<file path="src/rtl/ha_sched_pkg.sv">
// Shared types and helpers for the time-shared bit-serial adder scheduler.
package ha_sched_pkg;

  localparam int unsigned WIDTH_DEF = 8;
  localparam int unsigned NREQ_DEF  = 2;
  localparam int unsigned MAX_NREQ  = 8;

  typedef enum logic [1:0] {IDLE, SHIFT, DONE} state_t;

  // One-hot grant to the first valid requester at or above ptr, wrapping modulo nreq.
  function automatic logic [MAX_NREQ-1:0] rr_pick(input logic [MAX_NREQ-1:0] valid,
                                                  input logic [2:0]          ptr,
                                                  input int unsigned         nreq);
    logic [MAX_NREQ-1:0] grant;
    logic                found;
    int unsigned         idx;
    grant = '0;
    found = 1'b0;
    for (int unsigned i = 0; i < MAX_NREQ; i++) begin
      if (i < nreq) begin
        idx = 32'(ptr) + i;
        if (idx >= nreq) idx = idx - nreq;
        if (!found && valid[idx[2:0]]) begin
          grant[idx[2:0]] = 1'b1;
          found           = 1'b1;
        end
      end
    end
    return grant;
  endfunction

endpackage

</file>
<file path="src/rtl/ha_fa_cell.sv">
// Full-adder cell built from two half-adder stages and an OR gate; purely combinational.
module ha_fa_cell (
  input  logic a,
  input  logic b,
  input  logic ci,
  output logic s,
  output logic co
);

  logic ha0_s, ha0_c, ha1_c;

  assign ha0_s = a ^ b;
  assign ha0_c = a & b;
  assign s     = ha0_s ^ ci;
  assign ha1_c = ha0_s & ci;
  assign co    = ha0_c | ha1_c;

endmodule

</file>
<file path="src/rtl/ha_serial_sched.sv">
// Round-robin scheduler feeding NREQ operand pairs LSB-first through one shared full-adder cell.
module ha_serial_sched
  import ha_sched_pkg::*;
#(
  parameter  int unsigned WIDTH = WIDTH_DEF,
  parameter  int unsigned NREQ  = NREQ_DEF,
  localparam int unsigned IDW   = $clog2(NREQ)
) (
  input  logic                  clock,
  input  logic                  reset,
  input  logic [NREQ-1:0]       req_valid,
  input  logic [NREQ*WIDTH-1:0] req_a,
  input  logic [NREQ*WIDTH-1:0] req_b,
  output logic [NREQ-1:0]       req_ready,
  output logic                  rsp_valid,
  input  logic                  rsp_ready,
  output logic [IDW-1:0]        rsp_id,
  output logic [WIDTH-1:0]      rsp_sum,
  output logic                  rsp_carry
);

  localparam int unsigned CW = $clog2(WIDTH);

  state_t           state_q, state_d;
  logic [IDW-1:0]   rr_ptr_q, id_q, grant_id, next_ptr;
  logic [CW-1:0]    bit_cnt_q;
  logic [WIDTH-1:0] a_q, b_q, sum_q;
  logic             carry_q;
  logic [NREQ-1:0]  grant;
  logic             load, shift;
  logic             cell_s, cell_co;

  assign grant = NREQ'(rr_pick(MAX_NREQ'(req_valid), 3'(rr_ptr_q), NREQ));

  always_comb begin
    grant_id = '0;
    for (int unsigned i = 0; i < NREQ; i++) begin
      if (grant[i]) grant_id = IDW'(i);
    end
  end

  assign next_ptr = (id_q == IDW'(NREQ - 1)) ? '0 : id_q + IDW'(1);

  // The single shared cell; every bit of every request passes through it.
  ha_fa_cell u_cell (
    .a  (a_q[0]),
    .b  (b_q[0]),
    .ci (carry_q),
    .s  (cell_s),
    .co (cell_co)
  );

  always_comb begin
    state_d   = state_q;
    req_ready = '0;
    rsp_valid = 1'b0;
    load      = 1'b0;
    shift     = 1'b0;
    unique case (state_q)
      IDLE: begin
        req_ready = grant;
        if (|grant) begin
          load    = 1'b1;
          state_d = SHIFT;
        end
      end
      SHIFT: begin
        shift = 1'b1;
        if (bit_cnt_q == CW'(WIDTH - 1)) state_d = DONE;
      end
      DONE: begin
        rsp_valid = 1'b1;
        if (rsp_ready) state_d = IDLE;
      end
      default: state_d = IDLE;
    endcase
  end

  always_ff @(posedge clock or posedge reset) begin
    if (reset) begin
      state_q   <= IDLE;
      rr_ptr_q  <= '0;
      id_q      <= '0;
      bit_cnt_q <= '0;
      a_q       <= '0;
      b_q       <= '0;
      sum_q     <= '0;
      carry_q   <= 1'b0;
    end else begin
      state_q <= state_d;
      if (load) begin
        a_q       <= req_a[grant_id*WIDTH +: WIDTH];
        b_q       <= req_b[grant_id*WIDTH +: WIDTH];
        sum_q     <= '0;
        carry_q   <= 1'b0;
        bit_cnt_q <= '0;
        id_q      <= grant_id;
      end else if (shift) begin
        a_q       <= a_q >> 1;
        b_q       <= b_q >> 1;
        sum_q     <= {cell_s, sum_q[WIDTH-1:1]};
        carry_q   <= cell_co;
        bit_cnt_q <= bit_cnt_q + CW'(1);
      end
      if (state_q == DONE && rsp_ready) rr_ptr_q <= next_ptr;
    end
  end

  // After the last shift the carry register holds the MSB carry-out.
  assign rsp_sum   = sum_q;
  assign rsp_carry = carry_q;
  assign rsp_id    = id_q;

endmodule
</file>
<file path="config.mk">
export PLATFORM = sky130hd
export DESIGN_NAME = ha_serial_sched
export DESIGN_NICKNAME = d
export VERILOG_FILES = /design/src/rtl/ha_sched_pkg.sv /design/src/rtl/ha_fa_cell.sv /design/src/rtl/ha_serial_sched.sv
export SDC_FILE = /design/constraint.sdc
export NUM_CORES = 1
export LEC_CHECK = 0
export CAP_MARGIN = 5
export CORE_UTILIZATION = 45
export DETAILED_ROUTE_END_ITERATION = 8
export PLACE_DENSITY = 0.76
export SLEW_MARGIN = 20
export SYNTH_ARGS = -nofsm -noshare
export SYNTH_HDL_FRONTEND = slang
export SYNTH_SLANG_ARGS = --single-unit
export TNS_END_PERCENT = 20
</file>
<file path="constraint.sdc">
create_clock -name clock -period 4.4 [get_ports clock]
set_clock_uncertainty 0.15 [all_clocks]
set_input_delay 0.44 -clock clock [delete_from_list [all_inputs] [get_ports clock]]
set_output_delay 0.44 -clock clock [all_outputs]
set_load 0.05 [all_outputs]
</file>
==> results.py, run 1 <==
metrics = {
    "layout": {
        "area_delta_synth_final_pct": 35.01,
        "num_antenna_cells": 0,
        "drive_gt1_frac": 0.05778,
        "layout.nets": 264,
    },
    "placed_design": {
        "dp_hpwl_um": 2584,
        "place.gp.congestion": 0.8065,
        "preCtsSetupSlack_ps": 1024,
        "io_buffers": 49,
    },
    "grt": {
        "grt_pass1_wl_um": 6492,
        "grtUsageTotal": 0.2097,
        "antenna_found_initial": 0,
        "grt_max_degree": 33,
        "first_global_vias": 1472,
        "overflow": 0,
    },
    "detailed_routing": {
        "drc": 0,
        "vias_per_cell": 5.465,
        "routed_wirelength_um": 3692,
        "dr.pass1.iters": 4,
        "ant_nets": 0,
        "detail_route.wl_per_cell_um": 13.62,
        "vias": 1481,
        "first_iter_violations": 89,
    },
    "synth": {
        "yosys.area_share.simple": 0.1582,
        "ys_seq_elements": 32,
        "synth_xor_area_frac": 0,
        "muxShareOfSynthArea": 0.01199,
        "ys_top_cells_by_count": "dfrtp_1, nand2_1, a21o_1, a31oi_1, o21ai_0",
        "synth-main-ff-cell": "dfrtp_1",
        "syn_area_per_cell_um2": 9.273,
        "synth_compound_area_frac": 0.2646,
        "ys_seq_area_frac": 0.4798,
        "synth_largest_area_cell": "dfrtp_1",
        "yosys.area_share.adder": 0.02699,
        "synth_warnings": 0,
        "synthCells": 180,
        "synth_cell_types": 29,
        "synth_top_family_by_area": "compound AO/OA/AOI/OAI gates",
        "netlist_area_um2": 1669,
        "synth_edf_count": 0,
        "synth_top_area_frac": 0.4798,
        "synth_fp_nets": 220,
        "synthTopCellsByArea": "dfrtp_1, nand2_1, a21o_1, o211ai_1, a31oi_1",
        "synthArstFlopShare": 1.000,
    },
    "floorplanning": {
        "die_h_um": 62.90,
        "die_area_um2": 3956,
        "die_w_um": 62.90,
        "design.core.area_um2": 3442,
        "start_util": 0.4849,
        "rows": 21,
        "ios": 50,
    },
    "min_path": {
        "min_path_type": "reg -> reg",
    },
    "sta": {
        "hold_viol": 0,
        "finalSetupTns_ps": 0,
        "worstMarginPinSlew_ps": 756.8,
        "setup_slack_ps": 1033,
        "worst_hold_slack_ps": 339.4,
        "rsz0062_at_grt": "no",
        "max_freq_ghz": 0.2970,
        "finalSetupViolCount": 0,
        "fin_crit_ps": 3367,
        "max-slew-margin-rel": 0.4939,
        "period_share": 0.7653,
        "report.final.slew_viol_count": 0,
    },
    "clock_network": {
        "cts.clk_slew.worst_paths_ps": 70,
        "cts.sinks": 32,
        "cts_made_buffers": 5,
        "post_cts_buffers": 0,
        "ctsResizeCount": 0,
        "cts_tree": "built",
        "cts.htree.levels": 2,
        "cts_root_buf": "clkbuf_8",
        "clk_latency_ps": 280,
        "hold_buffers": 0,
        "cts_buffer_depth": 2,
    },
    "power": {
        "vdd_ir_drop_max_mv": 0.2856,
        "powerDensity_nw_per_um2": 657.0,
        "p_leak_nw": 1.009,
    },
    "setup_path": {
        "required_ps": 3810,
        "worstSetupPathType": "in -> out",
        "crit_arrival_ps": 2780,
        "r2r_cells": 4,
        "worstSetupEndpoint": "req_ready[0]",
        "crit_path_start_kind": "primary input",
        "r2r-start": "state_q[0]",
        "critPathLaunch": "req_valid[1]",
        "path_max_fanout": 20,
        "crit_path_end_kind": "primary output",
        "reg2reg_to": "rsp_carry",
        "reg2reg_slack_ps": 2150,
    },
    "run_status": {
        "outcome": "complete, no violations",
    },
    "flow_run": {
        "drv_cap": 0,
    },
}
[worst max-delay path, stage by stage]
cell             delay [ps]
clkdlybuf4s50_1         800
a21boi_4                540
and2_1                  180
clkdlybuf4s50_1         800
[metal layers]
| layer | vias to the layer above | share of wire | global-route usage |
|---|---|---|---|
| met5 | - | 0 | 0 |
| met4 | 0 | 0.014 | 0.07558 |
| met3 | 5 | 0.048 | 0.06022 |
| met2 | 38 | 0.47 | 0.3360 |
| met1 | 722 | 0.46 | 0.2677 |
| li1 | 716 | - | - |
[placed cells by master (no fill, tap or decap), drive strengths merged]
cell type      Yosys  final
clkinv             0      1
buf               11      1
nand2             32     32
clkdlybuf4s50      0     49
o21a               1      1
a21o              15     15
bufinv             0      1
fa                 1      1
o21ai             17     17
mux2i              2      2
clkbuf             2      6
dfrtp             32     32
nor3               1      1
nor2b              2      2
ha                 2      2
a31oi             15     15
nand2b             2      2
inv                5      5
and2               2      2
a22o               1      1
nand3              4      4
o211ai            14     14
a21oi              1      1
a21boi             1      1
and3               1      1
nor2              16     16
[power breakdown]
group          switching (mW)  leakage [nW]  internal, mW
Combinational           0.415         0.553         0.253
Sequential              0.106         0.400         0.430
Clock                   0.109        0.0552         0.168
[worst min path at each step]
| stage | from | to | slack (ps) | depth (start not counted) |
|---|---|---|---|---|
| floorplan | bit_cnt_q[0] | bit_cnt_q[0] | 310 | 1 |
| global placement | rsp_id | rr_ptr_q | 320 | 1 |
| detailed placement | rsp_id | rr_ptr_q | 330 | 1 |
| finish | rsp_id | rr_ptr_q | 340 | 1 |
| global route | rsp_id | rr_ptr_q | 370 | 1 |
| CTS | rsp_id | rr_ptr_q | 340 | 1 |
[cell type report]
cell class | instances | area, um^2
inverter | 5 | 18.77
tap | 46 | 57.56
fill | 289 | 1189
timing repair buffer | 50 | 498.0
clock inverter | 2 | 35.03
sequential | 32 | 800.8
clock buffer | 6 | 72.57
multi-input combinational | 130 | 770.7
[metrics by stage]
step	area [um^2]	std cells	total power, mW	utilization
floorplan	1669	180	1.019	-
global placement	2146	263	1.181	0.6234
detailed placement	2146	263	1.211	0.6234
CTS	2253	271	1.493	0.6547
global route	2253	271	1.592	0.6547
finish	2253	271	1.480	0.6547
[logic make-up after synthesis]
group                      Yosys count
buffers and inverters               18
adders and majority gates            3
AOI/OAI and AO/OA                   65
and+or+nand+nor                     60
DFF                                 32
muxes                                2
[registers in the layout (all words and copies together) (netlist names)]
register and flops:
rr_ptr_q 1, rsp_sum 8, bit_cnt_q 3, rsp_id 1, state_q 2, rsp_carry 1, a_q 8, b_q 8
No activity file was read; power rests on OpenSTA's default activity.
==> run 2, diff against run 1 <==
--- a/config.mk
+++ b/config.mk
@@ -6,9 +6,9 @@
 export NUM_CORES = 1
 export LEC_CHECK = 0
 export CAP_MARGIN = 5
-export CORE_UTILIZATION = 45
+export CORE_UTILIZATION = 42
 export DETAILED_ROUTE_END_ITERATION = 8
-export PLACE_DENSITY = 0.76
+export PLACE_DENSITY = 0.74
 export SLEW_MARGIN = 20
 export SYNTH_ARGS = -nofsm -noshare
 export SYNTH_HDL_FRONTEND = slang
==> constraint.sdc (replaced) <==
create_clock -name clock -period 3 [get_ports clock]
set_clock_uncertainty 0.15 [all_clocks]
set_input_delay 0.3 -clock clock [delete_from_list [all_inputs] [get_ports clock]]
set_output_delay 0.3 -clock clock [all_outputs]
set_load 0.05 [all_outputs]
==> run 2 against run 1 <==
Design area increased by 1.4%; flip-flop and latch count unchanged; total power increased by 47%; routed wire length decreased by 0.16%; die area increased by 6.9%; global-route usage decreased by 1.7 points; via count decreased by 0.81%; highest routed layer unchanged.
==> results.py, run 2 (synthesized netlist as in run 1, its figures left out) <==
metrics = {
    "clock_network": {
        "cts_tree": "built",
        "cts.sinks": 32,
        "cts_buffer_depth": 2,
        "ctsResizeCount": 0,
        "post_cts_buffers": 0,
        "hold_buffers": 0,
        "cts_made_buffers": 5,
        "cts.clk_slew.worst_paths_ps": 70,
        "cts.htree.levels": 2,
        "clk_latency_ps": 290,
        "cts_root_buf": "clkbuf_8",
    },
    "placed_design": {
        "place.gp.congestion": 0.7169,
        "dp.cells": 268,
        "dp_hpwl_um": 2644,
        "io_buffers": 49,
    },
    "detailed_routing": {
        "vias_per_cell": 5.322,
        "first_iter_violations": 90,
        "routed_wirelength_um": 3686,
        "ant_nets": 0,
        "drc": 0,
        "detail_route.wl_per_cell_um": 13.36,
        "dr.pass1.iters": 4,
        "vias": 1469,
    },
    "grt": {
        "overflow": 0,
        "grt_pass1_wl_um": 6085,
        "first_global_vias": 1344,
        "grtUsageTotal": 0.1930,
        "antenna_found_initial": 0,
        "grt_max_degree": 33,
    },
    "setup_path": {
        "reg2reg_to": "state_q[1]",
        "reg2reg_slack_ps": 1150,
        "crit_arrival_ps": 2100,
        "crit_path_start_kind": "flip-flop",
        "crit_path_end_kind": "primary output",
        "path_max_fanout": 19,
        "worstSetupPathType": "reg -> out",
        "required_ps": 2550,
        "r2r_cells": 2,
        "r2r-start": "state_q[0]",
    },
    "sta": {
        "worst_hold_slack_ps": 240.6,
        "report.final.slew_viol_count": 0,
        "rsz0062_at_grt": "no",
        "finalSetupViolCount": 0,
        "max-slew-margin-rel": 0.5355,
        "hold_viol": 0,
        "worstMarginPinSlew_ps": 695.4,
        "finalSetupTns_ps": 0,
        "fin_crit_ps": 2552,
        "max_freq_ghz": 0.3919,
        "period_share": 0.8505,
    },
    "power": {
        "vdd_ir_drop_max_mv": 0.6419,
        "p_int_mw": 1.265,
        "p_seq_frac": 0.359,
        "p_leak_nw": 1.031,
        "p_comb_frac": 0.455,
        "power.switching_uw": 918.6,
        "powerDensity_nw_per_um2": 955.0,
        "clkPwrFrac": 0.185,
        "power.total_mw": 2.183,
        "switching_share": 0.4207,
    },
    "run_status": {
        "outcome": "complete, no violations",
    },
    "layout": {
        "layout.nets": 267,
        "final-instance-count-excl-fill": 276,
        "final_cell_mix": "clkdlybuf4s50_1, nand2_1, dfrtp_1",
        "drive_gt1_frac": 0.07895,
        "mostFrequentLayoutCell": "clkdlybuf4s50_1",
        "num_antenna_cells": 0,
        "area_delta_synth_final_pct": 36.96,
    },
    "floorplanning": {
        "start_util": 0.4459,
        "design.core.area_um2": 3744,
        "die_w_um": 65.04,
        "die_area_um2": 4230,
        "rows": 22,
        "ios": 50,
        "die_h_um": 65.04,
    },
    "min_path": {
        "min_path_type": "in -> async",
    },
    "flow_run": {
        "drv_cap": 0,
    },
}
run 2: cell count changes in the layout (fill, tap and decap cells not counted):
| cell | delta |
|---|---|
| clkdlybuf4s50_1 | -2 |
| buf_12 | +1 |
| buf_4 | +4 |
run 2: how the worst max path moves through the flow:
stage,start,end,slack [ps],cells after the start
after CTS,state_q[0],rsp_valid,420,2
after detailed placement,state_q[0],rsp_valid,760,2
after global routing,state_q[0],rsp_valid,360,2
after floorplan,state_q[0],rr_ptr_q,1160,4
final,state_q[0],rsp_valid,450,2
after global placement,state_q[0],rsp_valid,780,2
run 2: per-stage QoR:
step	setup slack (ps)	cell area, um^2	util
after detailed placement	758.8	2178	0.5819
after floorplan	1162	1669	-
after global routing	361.0	2286	0.6106
after global placement	782.9	2178	0.5819
after CTS	416.4	2286	0.6106
final	448.4	2286	0.6106
run 2: per-layer routing:
layer,vias to the layer above,global-route usage,share of wire
li1,730,-,-
met1,695,0.2492,0.47
met3,9,0.05986,0.045
met5,-,0,0
met4,0,0.07880,0.018
met2,35,0.2995,0.46
run 2: area by class of cell:
cell class | instances | area (um^2)
Tap cell | 48 | 60.06
Timing Repair Buffer | 53 | 528.0
Multi-Input combinational cell | 130 | 770.7
Sequential cell | 32 | 800.8
Inverter | 5 | 18.77
Fill cell | 344 | 1458
Clock buffer | 6 | 72.57
Clock inverter | 2 | 35.03
run 2: power groups by stage:
stage	registers (mW)	logic [mW]	clock network [mW]
after floorplan	0.926	0.569	0
after global placement	0.783	0.977	0
after detailed placement	0.789	1.00	0
after CTS	0.787	1.00	0.414
after global routing	0.813	1.10	0.433
final	0.785	0.994	0.405
run 2: critical path, stage by stage, from the launching register on:
cell and delay (ps):
dfrtp_1 610, nor2b_1 340, clkdlybuf4s50_1 860
==> run 3, diff against run 2 <==
--- a/config.mk
+++ b/config.mk
@@ -7,8 +7,10 @@
 export LEC_CHECK = 0
 export CAP_MARGIN = 5
 export CORE_UTILIZATION = 42
+export CTS_CLUSTER_SIZE = 14
 export DETAILED_ROUTE_END_ITERATION = 8
 export PLACE_DENSITY = 0.74
+export SKIP_CTS_REPAIR_TIMING = 1
 export SLEW_MARGIN = 20
 export SYNTH_ARGS = -nofsm -noshare
 export SYNTH_HDL_FRONTEND = slang
==> results of run 3 <==
Same layout as run 2: the final DEF is identical, and so are final timing and power.
